`src/rtl/puf_soc_pkg.sv`:
```
// Shared types and helpers for the PUF SoC serial front end.
package puf_soc_pkg;

    localparam int UART_DATA_BITS = 8;

    typedef enum logic [2:0] {IDLE, START, DATA, STOP, PARITY, HOLD} rx_state_t;

    function automatic int chal_width(input int mux_len);
        return 2 * $clog2(mux_len);
    endfunction

endpackage

```
`src/rtl/puf_soc_uart_rx_if.sv`:
```
// Receiver-to-controller challenge handshake. o_parity_err exists only with PUF_UART_PARITY_EN.
interface puf_soc_uart_rx_if #(
    parameter int CHAL_W = 8
);
    logic              i_rx_clr;
    logic              o_rx_ready;
    logic              o_rx_valid;
    logic              o_rx_done;
    logic [CHAL_W-1:0] o_rx_data;
    logic              o_frame_err;
    logic              o_overrun;
`ifdef PUF_UART_PARITY_EN
    logic              o_parity_err;

    modport master (input i_rx_clr, output o_rx_ready, o_rx_valid, o_rx_done, o_rx_data,
                    o_frame_err, o_overrun, o_parity_err);
    modport slave  (output i_rx_clr, input o_rx_ready, o_rx_valid, o_rx_done, o_rx_data,
                    o_frame_err, o_overrun, o_parity_err);
`else
    modport master (input i_rx_clr, output o_rx_ready, o_rx_valid, o_rx_done, o_rx_data,
                    o_frame_err, o_overrun);
    modport slave  (output i_rx_clr, input o_rx_ready, o_rx_valid, o_rx_done, o_rx_data,
                    o_frame_err, o_overrun);
`endif
endinterface

```
`src/rtl/puf_uart_baud_cnt.sv`:
```
// Loadable baud down-counter; tick fires so the owner acts exactly load_val cycles after a load.
module puf_uart_baud_cnt #(
    parameter int CNT_W = 8
) (
    input  logic             clk,
    input  logic             rst,
    input  logic             en,
    input  logic             load,
    input  logic [CNT_W-1:0] load_val,
    output logic             tick
);
    logic [CNT_W-1:0] cnt_q;

    always_ff @(posedge clk or posedge rst) begin
        if (rst)                      cnt_q <= '0;
        else if (load)                cnt_q <= load_val;
        else if (en && cnt_q != '0)   cnt_q <= cnt_q - CNT_W'(1);
    end

    assign tick = en && (cnt_q == CNT_W'(1));
endmodule

```
`src/rtl/puf_soc_uart_rx.sv`:
```
// 8N1 UART receiver that packs bytes little-endian into one PUF challenge word.
// Build option: PUF_UART_PARITY_EN adds an even-parity bit and o_parity_err.
module puf_soc_uart_rx
    import puf_soc_pkg::*;
#(
    parameter int MUX_LENGTH  = 16,
    parameter int CLK_FREQ_HZ = 100_000_000,
    parameter int BAUD        = 115200
) (
    input  logic              clk,
    input  logic              rst,
    input  logic              i_uart_rx,
    puf_soc_uart_rx_if.master bus
);
    localparam int CHAL_W       = chal_width(MUX_LENGTH);
    localparam int NUM_BYTES    = (CHAL_W + UART_DATA_BITS - 1) / UART_DATA_BITS;
    localparam int CLKS_PER_BIT = CLK_FREQ_HZ / BAUD;
    localparam int CNT_W        = $clog2(CLKS_PER_BIT + 1);
    localparam int BC_W         = $clog2(NUM_BYTES + 1);
`ifdef PUF_UART_PARITY_EN
    localparam int FRAME_BITS   = UART_DATA_BITS + 2;
`else
    localparam int FRAME_BITS   = UART_DATA_BITS + 1;
`endif
    localparam logic [CNT_W-1:0] HALF_BIT = CNT_W'(CLKS_PER_BIT / 2);
    localparam logic [CNT_W-1:0] FULL_BIT = CNT_W'(CLKS_PER_BIT);

    rx_state_t                 state_q, state_d;
    logic [1:0]                sync_q;
    logic                      rx_s, rx_prev_q, fall;
    logic [2:0]                bit_idx_q;
    logic [UART_DATA_BITS-1:0] shift_q;
    logic [BC_W-1:0]           byte_cnt_q;
    logic [CHAL_W-1:0]         asm_q, asm_nxt, data_q;
    logic [3:0]                skip_q;
    logic                      done_q, valid_q, frame_err_q, overrun_q;
    logic                      tick, cnt_en, cnt_load;
    logic [CNT_W-1:0]          cnt_val;
    logic                      start_ok, shift_en, byte_ok, frame_bad, ovr, clr, skip_arm;
    logic                      last_byte, discard;
`ifdef PUF_UART_PARITY_EN
    logic                      par_bad, parity_err_q;
`endif

    always_ff @(posedge clk or posedge rst) begin
        if (rst) begin
            sync_q    <= 2'b11;
            rx_prev_q <= 1'b1;
        end else begin
            sync_q    <= {sync_q[0], i_uart_rx};
            rx_prev_q <= sync_q[1];
        end
    end

    // While skip_q runs, the remainder of an ignored frame must not look like new start bits.
    assign rx_s      = sync_q[1];
    assign fall      = rx_prev_q & ~rx_s & (skip_q == '0);
    assign last_byte = (byte_cnt_q == BC_W'(NUM_BYTES - 1));
    assign cnt_en    = (state_q inside {START, DATA, PARITY, STOP}) || (skip_q != '0);

    puf_uart_baud_cnt #(.CNT_W(CNT_W)) u_baud (
        .clk      (clk),
        .rst      (rst),
        .en       (cnt_en),
        .load     (cnt_load),
        .load_val (cnt_val),
        .tick     (tick)
    );

    always_ff @(posedge clk or posedge rst) begin
        if (rst) state_q <= IDLE;
        else     state_q <= state_d;
    end

    always_comb begin
        state_d   = state_q;
        cnt_load  = 1'b0;
        cnt_val   = FULL_BIT;
        start_ok  = 1'b0;
        shift_en  = 1'b0;
        byte_ok   = 1'b0;
        frame_bad = 1'b0;
        ovr       = 1'b0;
        clr       = 1'b0;
        skip_arm  = 1'b0;
`ifdef PUF_UART_PARITY_EN
        par_bad   = 1'b0;
`endif
        if (tick && skip_q != '0) cnt_load = 1'b1;
        case (state_q)
            IDLE: if (fall) begin
                cnt_load = 1'b1;
                if (done_q) begin
                    ovr      = 1'b1;
                    skip_arm = 1'b1;
                end else begin
                    state_d = START;
                    cnt_val = HALF_BIT;
                end
            end
            START: if (tick) begin
                if (!rx_s) begin
                    state_d  = DATA;
                    start_ok = 1'b1;
                    cnt_load = 1'b1;
                end else begin
                    state_d = IDLE;
                end
            end
            DATA: if (tick) begin
                shift_en = 1'b1;
                cnt_load = 1'b1;
                if (bit_idx_q == 3'(UART_DATA_BITS - 1))
`ifdef PUF_UART_PARITY_EN
                    state_d = PARITY;
`else
                    state_d = STOP;
`endif
            end
`ifdef PUF_UART_PARITY_EN
            PARITY: if (tick) begin
                if (rx_s != ^shift_q) begin
                    par_bad = 1'b1;
                    state_d = IDLE;
                end else begin
                    state_d  = STOP;
                    cnt_load = 1'b1;
                end
            end
`endif
            STOP: if (tick) begin
                if (rx_s) begin
                    byte_ok = 1'b1;
                    state_d = last_byte ? HOLD : IDLE;
                end else begin
                    frame_bad = 1'b1;
                    state_d   = IDLE;
                end
            end
            HOLD: begin
                if (bus.i_rx_clr) begin
                    clr     = 1'b1;
                    state_d = IDLE;
                end
                // A clear in the same cycle suppresses the overrun but the frame is still skipped.
                if (fall) begin
                    skip_arm = 1'b1;
                    cnt_load = 1'b1;
                    ovr      = !bus.i_rx_clr;
                end
            end
            default: state_d = IDLE;
        endcase
    end

    always_comb begin
        asm_nxt = asm_q;
        for (int i = 0; i < CHAL_W; i++)
            if (i / UART_DATA_BITS == int'(byte_cnt_q)) asm_nxt[i] = shift_q[i % UART_DATA_BITS];
    end

`ifdef PUF_UART_PARITY_EN
    assign discard = frame_bad | par_bad;
`else
    assign discard = frame_bad;
`endif

    always_ff @(posedge clk or posedge rst) begin
        if (rst) begin
            bit_idx_q   <= '0;
            shift_q     <= '0;
            byte_cnt_q  <= '0;
            asm_q       <= '0;
            data_q      <= '0;
            skip_q      <= '0;
            done_q      <= 1'b0;
            valid_q     <= 1'b0;
            frame_err_q <= 1'b0;
            overrun_q   <= 1'b0;
        end else begin
            frame_err_q <= frame_bad;
            overrun_q   <= ovr;
            if (skip_arm)                    skip_q <= 4'(FRAME_BITS);
            else if (tick && skip_q != '0)   skip_q <= skip_q - 4'd1;
            if (start_ok) begin
                bit_idx_q <= '0;
                if (byte_cnt_q == '0) valid_q <= 1'b1;
            end
            if (shift_en) begin
                shift_q   <= {rx_s, shift_q[UART_DATA_BITS-1:1]};
                bit_idx_q <= bit_idx_q + 3'd1;
            end
            // Bytes assemble privately so o_rx_data only ever changes to a complete word.
            if (byte_ok) begin
                asm_q <= asm_nxt;
                if (last_byte) begin
                    data_q     <= asm_nxt;
                    done_q     <= 1'b1;
                    valid_q    <= 1'b0;
                    byte_cnt_q <= '0;
                end else begin
                    byte_cnt_q <= byte_cnt_q + BC_W'(1);
                end
            end
            if (discard) begin
                byte_cnt_q <= '0;
                valid_q    <= 1'b0;
            end
            if (clr) done_q <= 1'b0;
        end
    end

`ifdef PUF_UART_PARITY_EN
    always_ff @(posedge clk or posedge rst) begin
        if (rst) parity_err_q <= 1'b0;
        else     parity_err_q <= par_bad;
    end
    assign bus.o_parity_err = parity_err_q;
`endif

    assign bus.o_rx_ready  = (state_q == IDLE) && (byte_cnt_q == '0) && !done_q;
    assign bus.o_rx_valid  = valid_q;
    assign bus.o_rx_done   = done_q;
    assign bus.o_rx_data   = data_q;
    assign bus.o_frame_err = frame_err_q;
    assign bus.o_overrun   = overrun_q;
endmodule

```
`src/flat_wrapper.sv`:
```
// flat-port wrapper written by rule: the top's interface ports become plain ports
module puf_soc_uart_rx_flat import puf_soc_pkg::*;
#(
    parameter int MUX_LENGTH  = 16,
    parameter int CLK_FREQ_HZ = 100_000_000,
    parameter int BAUD        = 115200
)
  (clk, rst, i_uart_rx, bus_i_rx_clr, bus_o_rx_ready, bus_o_rx_valid, bus_o_rx_done, bus_o_rx_data, bus_o_frame_err, bus_o_overrun);
  puf_soc_uart_rx_if bus_i ();
  input  logic clk;
  input  logic rst;
  input  logic i_uart_rx;
  input wire logic [$bits(bus_i.i_rx_clr)-1:0] bus_i_rx_clr;
  output wire logic [$bits(bus_i.o_rx_ready)-1:0] bus_o_rx_ready;
  output wire logic [$bits(bus_i.o_rx_valid)-1:0] bus_o_rx_valid;
  output wire logic [$bits(bus_i.o_rx_done)-1:0] bus_o_rx_done;
  output wire logic [$bits(bus_i.o_rx_data)-1:0] bus_o_rx_data;
  output wire logic [$bits(bus_i.o_frame_err)-1:0] bus_o_frame_err;
  output wire logic [$bits(bus_i.o_overrun)-1:0] bus_o_overrun;
  assign bus_i.i_rx_clr = bus_i_rx_clr;
  assign bus_o_rx_ready = bus_i.o_rx_ready;
  assign bus_o_rx_valid = bus_i.o_rx_valid;
  assign bus_o_rx_done = bus_i.o_rx_done;
  assign bus_o_rx_data = bus_i.o_rx_data;
  assign bus_o_frame_err = bus_i.o_frame_err;
  assign bus_o_overrun = bus_i.o_overrun;
  puf_soc_uart_rx #(.MUX_LENGTH(MUX_LENGTH), .CLK_FREQ_HZ(CLK_FREQ_HZ), .BAUD(BAUD)) u_core (.clk(clk), .rst(rst), .i_uart_rx(i_uart_rx), .bus(bus_i));
endmodule
```
`config.mk`:
```
export PLATFORM = sky130hd
export DESIGN_NAME = puf_soc_uart_rx_flat
export DESIGN_NICKNAME = d
export VERILOG_FILES = /design/src/rtl/puf_soc_pkg.sv /design/src/rtl/puf_soc_uart_rx_if.sv /design/src/rtl/puf_uart_baud_cnt.sv /design/src/rtl/puf_soc_uart_rx.sv /design/src/flat_wrapper.sv
export SDC_FILE = /design/constraint.sdc
export NUM_CORES = 1
export LEC_CHECK = 0
export BUFFER_PORTS_ARGS = -buffer_cell sky130_fd_sc_hd__buf_2
export CELL_PAD_IN_SITES_DETAIL_PLACEMENT = 1
export CELL_PAD_IN_SITES_GLOBAL_PLACEMENT = 1
export CORE_ASPECT_RATIO = 0.5
export CORE_MARGIN = 4
export CORE_UTILIZATION = 25
export DETAILED_ROUTE_END_ITERATION = 10
export GPL_TIMING_DRIVEN = 0
export HOLD_SLACK_MARGIN = 0.02
export MAX_ROUTING_LAYER = met4
export PLACE_DENSITY_LB_ADDON = 0.2
export RECOVER_POWER = 100
export SLEW_MARGIN = 25
export SYNTH_ARGS = -nofsm -noshare
export SYNTH_HDL_FRONTEND = slang
export SYNTH_SLANG_ARGS = --single-unit
```
`constraint.sdc`:
```
create_clock -name clk -period 1.8 [get_ports clk]
set_input_delay 0.36 -clock clk [delete_from_list [all_inputs] [get_ports clk]]
set_output_delay 0.36 -clock clk [all_outputs]
set_load 0.005 [all_outputs]
```
==> impl_metrics.yaml, run 1 <==
sta:
  fin_crit_sh_pct: 102
  fin_crit_ns: 1.84
  whs_ns: 0.149
  fin_tns_setup_ns: -0.0447
  final-hold-violation-count: 0
  rsz0062_at_grt: "yes"
  worst_slew_pin_slew_ns: 0.724
  setup_violations: 1
  layout_setup_ws_ns: -0.0447
  slew_viol_final: 0
  slew_headroom_pct: 51.7
  clock.fmax_mhz: 542
  skew_ns: 0.0102
placed_design:
  dp_hpwl_mm: 3.03
  routabilityCongestion: 0.716
  dp_cells: 304
  portBuffers: 16
  dpl_cell_area_um2: 2310
  dp_slack_ns: -0.246
global_routing:
  first_global_vias: 1599
  grt_usage_pct: 10.9
  grtUsageMet3_pct: 2.70
  grt_overflow: 0
  grt_busiest_layer: "met2"
  grt_max_degree: 30
  grt_pass1_wl_mm: 8.06
  grt_use_met1_pct: 13.6
  antenna_found_initial: 0
  gr-usage-met2_pct: 17.1
clocking:
  cts.sinks: 43
  cts_made_buffers: 5
  max-clock-path-buffers: 2
  worstSkewPairLatency_ns: 0.29
  htree_levels: 2
  postCtsHoldBufs: 0
  clk_pin_slew_ns: 0.06
  cts_tree: "done"
  cts_root_buffer: "clkbuf_16"
synth:
  synth_top_area_share_pct: 48.5
  syn-cell-area_um2: 2070
  avgSynthCellArea_um2: 11.8
  yosysMostFrequentCell: "dfrtp_1"
  synth.ff_latch_count: 43
  synth_nets: 186
  synth_edf_count: 0
  synth-async-reset-ratio_pct: 100
  yosys-top-cells-count: "dfrtp_1 (40), mux2_2 (17), nand2_1 (14), nand3_1 (10), nor2_1 (10)"
  yosysWarnings: 0
  yosysSeqAreaShare_pct: 52.3
  ys_types: 42
  netlist_top_cells_area: "dfrtp_1 (48%), mux2_2 (9.3%), ha_1 (4.2%), dfstp_2 (3.8%), xnor2_1 (3.0%)"
  post-synth-top-area-cell: "dfrtp_1"
  synth_ff_type: "dfrtp_1"
  synth_cells: 175
die:
  start_util_pct: 25.7
  die_area_um2: 9870
  num_rows: 23
  core_area_um2: 8030
  die_w_um: 137
  ios: 17
  die_y_um: 72.3
critical_path:
  r2r_slack_ns: -0.04
  critPathMaxFanout: 5
  critPathRequiredTime_ns: 1.97
  cp-start-kind: "register"
  critPathKind: "register to register"
  critical_path_arrival_ns: 2.02
  critPathCaptureType: "register"
hold_path:
  hold_class: "primary input to asynchronous set/reset pin"
routing:
  route.detailed.wl_per_inst_um: 15.2
  dr.first_iter.drc_count: 51
  drc: 0
  wl_mm: 5.04
  antenna_left: 0
  viasPerCell: 4.55
  drtPass1Iterations: 4
  num_vias: 1507
power_and_ir_drop:
  power.total_mw: 3.38
  ir_drop_uv: 341
  p_int_mw: 2.22
  swShare_pct: 34.3
  power_density_nw_per_um2: 1240
  seqPwrFrac_pct: 40.8
  leakage_nw: 1.22
  clkPwrFrac_pct: 26.4
  p_switching_mw: 1.16
  pwr-share-comb_pct: 32.9
finish:
  nets: 229
  regArea_um2: 1080
  fillerInstances: 883
  layout-drive-gt1-share_pct: 40.6
  antenna_cells: 0
  final_cells: 331
  final_util_pct: 34.0
  areaGrowthSynthToFinish_pct: 32.2
  multiInputGateArea_um2: 1090
  design_area_um2: 2730
outcome:
  failed_checks: "setup timing"
  outcome: "finished with violations"
job:
  cap_viol_max_count: 0
registers in the layout, indices dropped and copies added (netlist names):
signal and count:
u_core.bus.o_overrun 1, u_core.asm_q 1, u_core.bus.o_rx_done 1, u_core.skip_q 4, u_core.shift_q 8, u_core.sync_q 2
u_core.bus.o_rx_data 7, u_core.state_q 3, u_core.bit_idx_q 3, u_core.bus.o_frame_err 1, u_core.rx_prev_q 1, u_core.bus.o_rx_valid 1
u_core.u_baud.cnt_q 10
layout make-up:
type | count | area share (%)
Timing Repair Buffer | 34 | 7.61
Multi-Input combinational cell | 123 | 40.0
Tap cell | 112 | 5.13
Buffer | 4 | 1.37
Sequential cell | 43 | 39.7
Clock inverter | 2 | 0.504
Inverter | 7 | 0.962
Clock buffer | 6 | 4.72
cell usage in the layout, fill, tap and decap left out, drive strengths merged, types with 6 or more instances in the layout:
master | Yosys | final
clkbuf | 0 | 14
inv | 7 | 7
mux2 | 17 | 17
buf | 4 | 30
xnor2 | 7 | 7
ha | 7 | 7
nor2 | 10 | 10
nand2 | 15 | 15
o21ai | 6 | 6
nand3 | 10 | 10
dfrtp | 40 | 40
kinds of logic (layout without fill, tap and decap cells):
group | Yosys count | count (layout) | synth area share, %
muxes | 18 | 18 | 9.75
xor gates and xnor gates | 11 | 11 | 4.66
DFF | 43 | 43 | 52.3
and+or+nand+nor | 61 | 62 | 17.1
adders and majority gates | 7 | 7 | 4.24
AOI/OAI and AO/OA | 24 | 25 | 9.27
buffers and inverters | 11 | 53 | 2.67
worst paths after layout:
check	start	end	cells after the start
min	rst	u_core.u_baud.cnt_q[0]	2
max reg2reg	u_core.u_baud.cnt_q[2]	u_core.u_baud.cnt_q[9]	5
max	u_core.u_baud.cnt_q[2]	u_core.u_baud.cnt_q[9]	5
max in group asynchronous	rst	u_core.shift_q[5]	3
min reg2reg	u_core.sync_q[0]	u_core.sync_q[1]	0
min in group clk	i_uart_rx	u_core.sync_q[0]	1
worst max-delay path, cell delays in order, from the launching register on:
cell and delay [ns]:
dfrtp_2 0.45, or4_4 0.55, nor4_4 0.21, nand4_1 0.17, xnor2_1 0.17, o21a_1 0.18
power groups by stage:
stage                     combinational [mW]  sequential (mW)  clock, mW
final                                   1.11             1.38      0.893
after global routing                    1.23             1.40      0.967
after CTS                              0.921             1.35      0.925
after detailed placement               0.768             1.33          0
after global placement                 0.744             1.33          0
after floorplan                        0.613             1.29          0
layer usage:
metal / routed length, µm / vias up
met5: 0 / -
met4: 78 / 0
met3: 118 / 8
met2: 2550 / 15
met1: 2290 / 768
li1: - / 716
repair_timing:
| action | 4_1_cts | 5_1_grt |
|---|---|---|
| cloned | 1 | 1 |
| pin swaps | 7 | 7 |
| setup endpoints to repair | 32 | 35 |
| buffers inserted | 6 | 11 |
| hold endpoints to repair | 0 | 0 |
| gates resized for setup | 13 | 20 |
Note: power is estimated with default switching activity, not from simulation.
==> inputs of run 2 (changes only) <==
Settings changed: CORE_MARGIN 4 to 2.
==> run 2 against run 1 <==
Compared with the run above: the run still ends with setup timing left; global-route usage rose by 0.94 points; critical endpoint unchanged; maximum frequency rose by 1.8%; clock skew fell by 0.0058 ns; cell area rose by 4.0%; hold slack got worse by 0.051 ns; sequential share of layout area fell by 1.6 points; first-iteration DRC count rose by 14%; register-to-register slack improved by 0.03 ns.
==> impl_metrics.yaml, run 2 (synthesized netlist as in run 1, its figures left out) <==
clocking:
  cts_tree: "done"
  cts_root_buffer: "clkbuf_16"
  max-clock-path-buffers: 2
  clk_pin_slew_ns: 0.07
  cts.sinks: 43
  htree_levels: 2
  postCtsHoldBufs: 0
  cts_made_buffers: 5
  worstSkewPairLatency_ns: 0.29
routing:
  antenna_left: 0
  num_vias: 1505
  viasPerCell: 4.45
  route.detailed.wl_per_inst_um: 14.4
  drtPass1Iterations: 4
  dr.first_iter.drc_count: 58
  wl_mm: 4.87
  drc: 0
sta:
  setup_violations: 2
  layout_setup_ws_ns: -0.0119
  slew_headroom_pct: 48.0
  slew_viol_final: 0
  fin_crit_ns: 1.81
  clock.fmax_mhz: 552
  rsz0062_at_grt: "yes"
  worst_slew_pin_slew_ns: 0.780
  final-hold-violation-count: 0
  fin_crit_sh_pct: 101
  skew_ns: 0.00442
finish:
  fillerInstances: 897
  mostFrequentLayoutCells: "dfrtp_1 (38), buf_4 (22), mux2_2 (17)"
  regMostFlops: "u_core.u_baud.cnt_q"
  nets: 236
  layout-drive-gt1-share_pct: 42.9
  antenna_cells: 0
  final_cells: 338
  areaGrowthSynthToFinish_pct: 37.4
  final_common_cell: "dfrtp_1"
  largest_reg_flops: 10
placed_design:
  dp_slack_ns: -0.345
  dp_cells: 304
  portBuffers: 16
  dp_hpwl_mm: 3.08
  routabilityCongestion: 0.720
critical_path:
  cpPeakStageDelay_ns: 0.78
  cp_top_family: "flip-flops"
  cp-start-kind: "register"
  r2r_start: "u_core.sync_q[1]"
  critPathRequiredTime_ns: 1.98
  r2r_end: "u_core.u_baud.cnt_q[9]"
  slowest_stage: "dfstp_1"
  critical_path_arrival_ns: 1.99
  critPathKind: "register to register"
  worstSetupEndpoint: "u_core.u_baud.cnt_q[9]"
  critPathCaptureType: "register"
  cp_cell_sequence: "nor2_2 -> a211o_4 -> o2bb2ai_4 -> o21a_1"
  r2r_cells: 4
  critPathMaxFanout: 8
  crit_cells: 4
  crit_start: "u_core.sync_q[1]"
  r2r_slack_ns: -0.01
  critPathBufInv: 0
job:
  cap_viol_max_count: 0
power_and_ir_drop:
  leakage_nw: 1.27
  ir_drop_uv: 328
  power_density_nw_per_um2: 1260
die:
  die_y_um: 68.3
  core_area_um2: 8000
  start_util_pct: 25.8
  die_w_um: 133
  ios: 17
  die_area_um2: 9050
  num_rows: 23
outcome:
  failed_checks: "setup timing"
  outcome: "finished with violations"
global_routing:
  antenna_found_initial: 0
  grt_max_degree: 32
  grt_usage_pct: 11.8
  grt_pass1_wl_mm: 7.94
  grt_overflow: 0
  first_global_vias: 1541
hold_path:
  hold_class: "primary input to asynchronous set/reset pin"
[run 2: worst min-delay path by stage]
stage                          start                      to  cells past startpoint
floorplan           u_core.sync_q[0]        u_core.sync_q[1]                      0
global placement    u_core.sync_q[0]        u_core.sync_q[1]                      0
detailed placement               rst  u_core.u_baud.cnt_q[9]                      2
CTS                              rst  u_core.u_baud.cnt_q[2]                      2
global route                     rst  u_core.u_baud.cnt_q[9]                      2
finish                           rst  u_core.u_baud.cnt_q[9]                      2
[run 2: per-stage QoR]
| stage | power (mW) | setup TNS, ns | util, % | instance area (µm²) | hold WS (ns) |
|---|---|---|---|---|---|
| after floorplan | 1.90 | 0 | - | 2070 | 0.345 |
| after CTS | 3.45 | -0.212 | 33.3 | 2660 | 0.0314 |
| after global placement | 2.07 | -13.04 | 28.6 | 2290 | 0.346 |
| after detailed placement | 2.11 | -4.17 | 28.8 | 2310 | 0.340 |
| final | 3.59 | -0.0126 | 35.5 | 2840 | 0.0978 |
| after global routing | 3.83 | -0.583 | 35.5 | 2840 | 0.152 |
[run 2: report_power, final]
part	leakage (nW)	total, mW	internal [mW]	switching (mW)
logic	0.633	1.15	0.591	0.559
registers	0.553	1.38	1.14	0.236
clock network	0.0844	1.07	0.662	0.403
[run 2: what timing repair did]
item                       CTS  global route
setup endpoints to repair   33            35
resized for setup           15            21
pin swaps                    8             5
gates cloned                 2             1
buffers inserted            10            14
[run 2: worst reg2reg max path: stages (launching register included)]
cell	delay [ns]
dfstp_1	0.78
nor2_2	0.16
a211o_4	0.40
o2bb2ai_4	0.16
o21a_1	0.20
[run 2: per-layer routing]
metal,share of wire [%],track usage [%],vias up
met5,0,-,-
met4,1.1,4.03,0
met3,1.6,2.22,5
met2,48,20.2,10
met1,49,14.4,755
li1,-,-,735
[run 2: layout make-up]
type | instances | area (µm²) | area share [%]
Buffer | 4 | 37.5 | 1.32
Clock buffer | 5 | 125 | 4.41
Inverter | 7 | 26.3 | 0.926
Timing Repair Buffer | 41 | 258 | 9.08
Tap cell | 112 | 140 | 4.94
Multi-Input combinational cell | 123 | 1120 | 39.5
Clock inverter | 3 | 47.5 | 1.67
Sequential cell | 43 | 1080 | 38.1
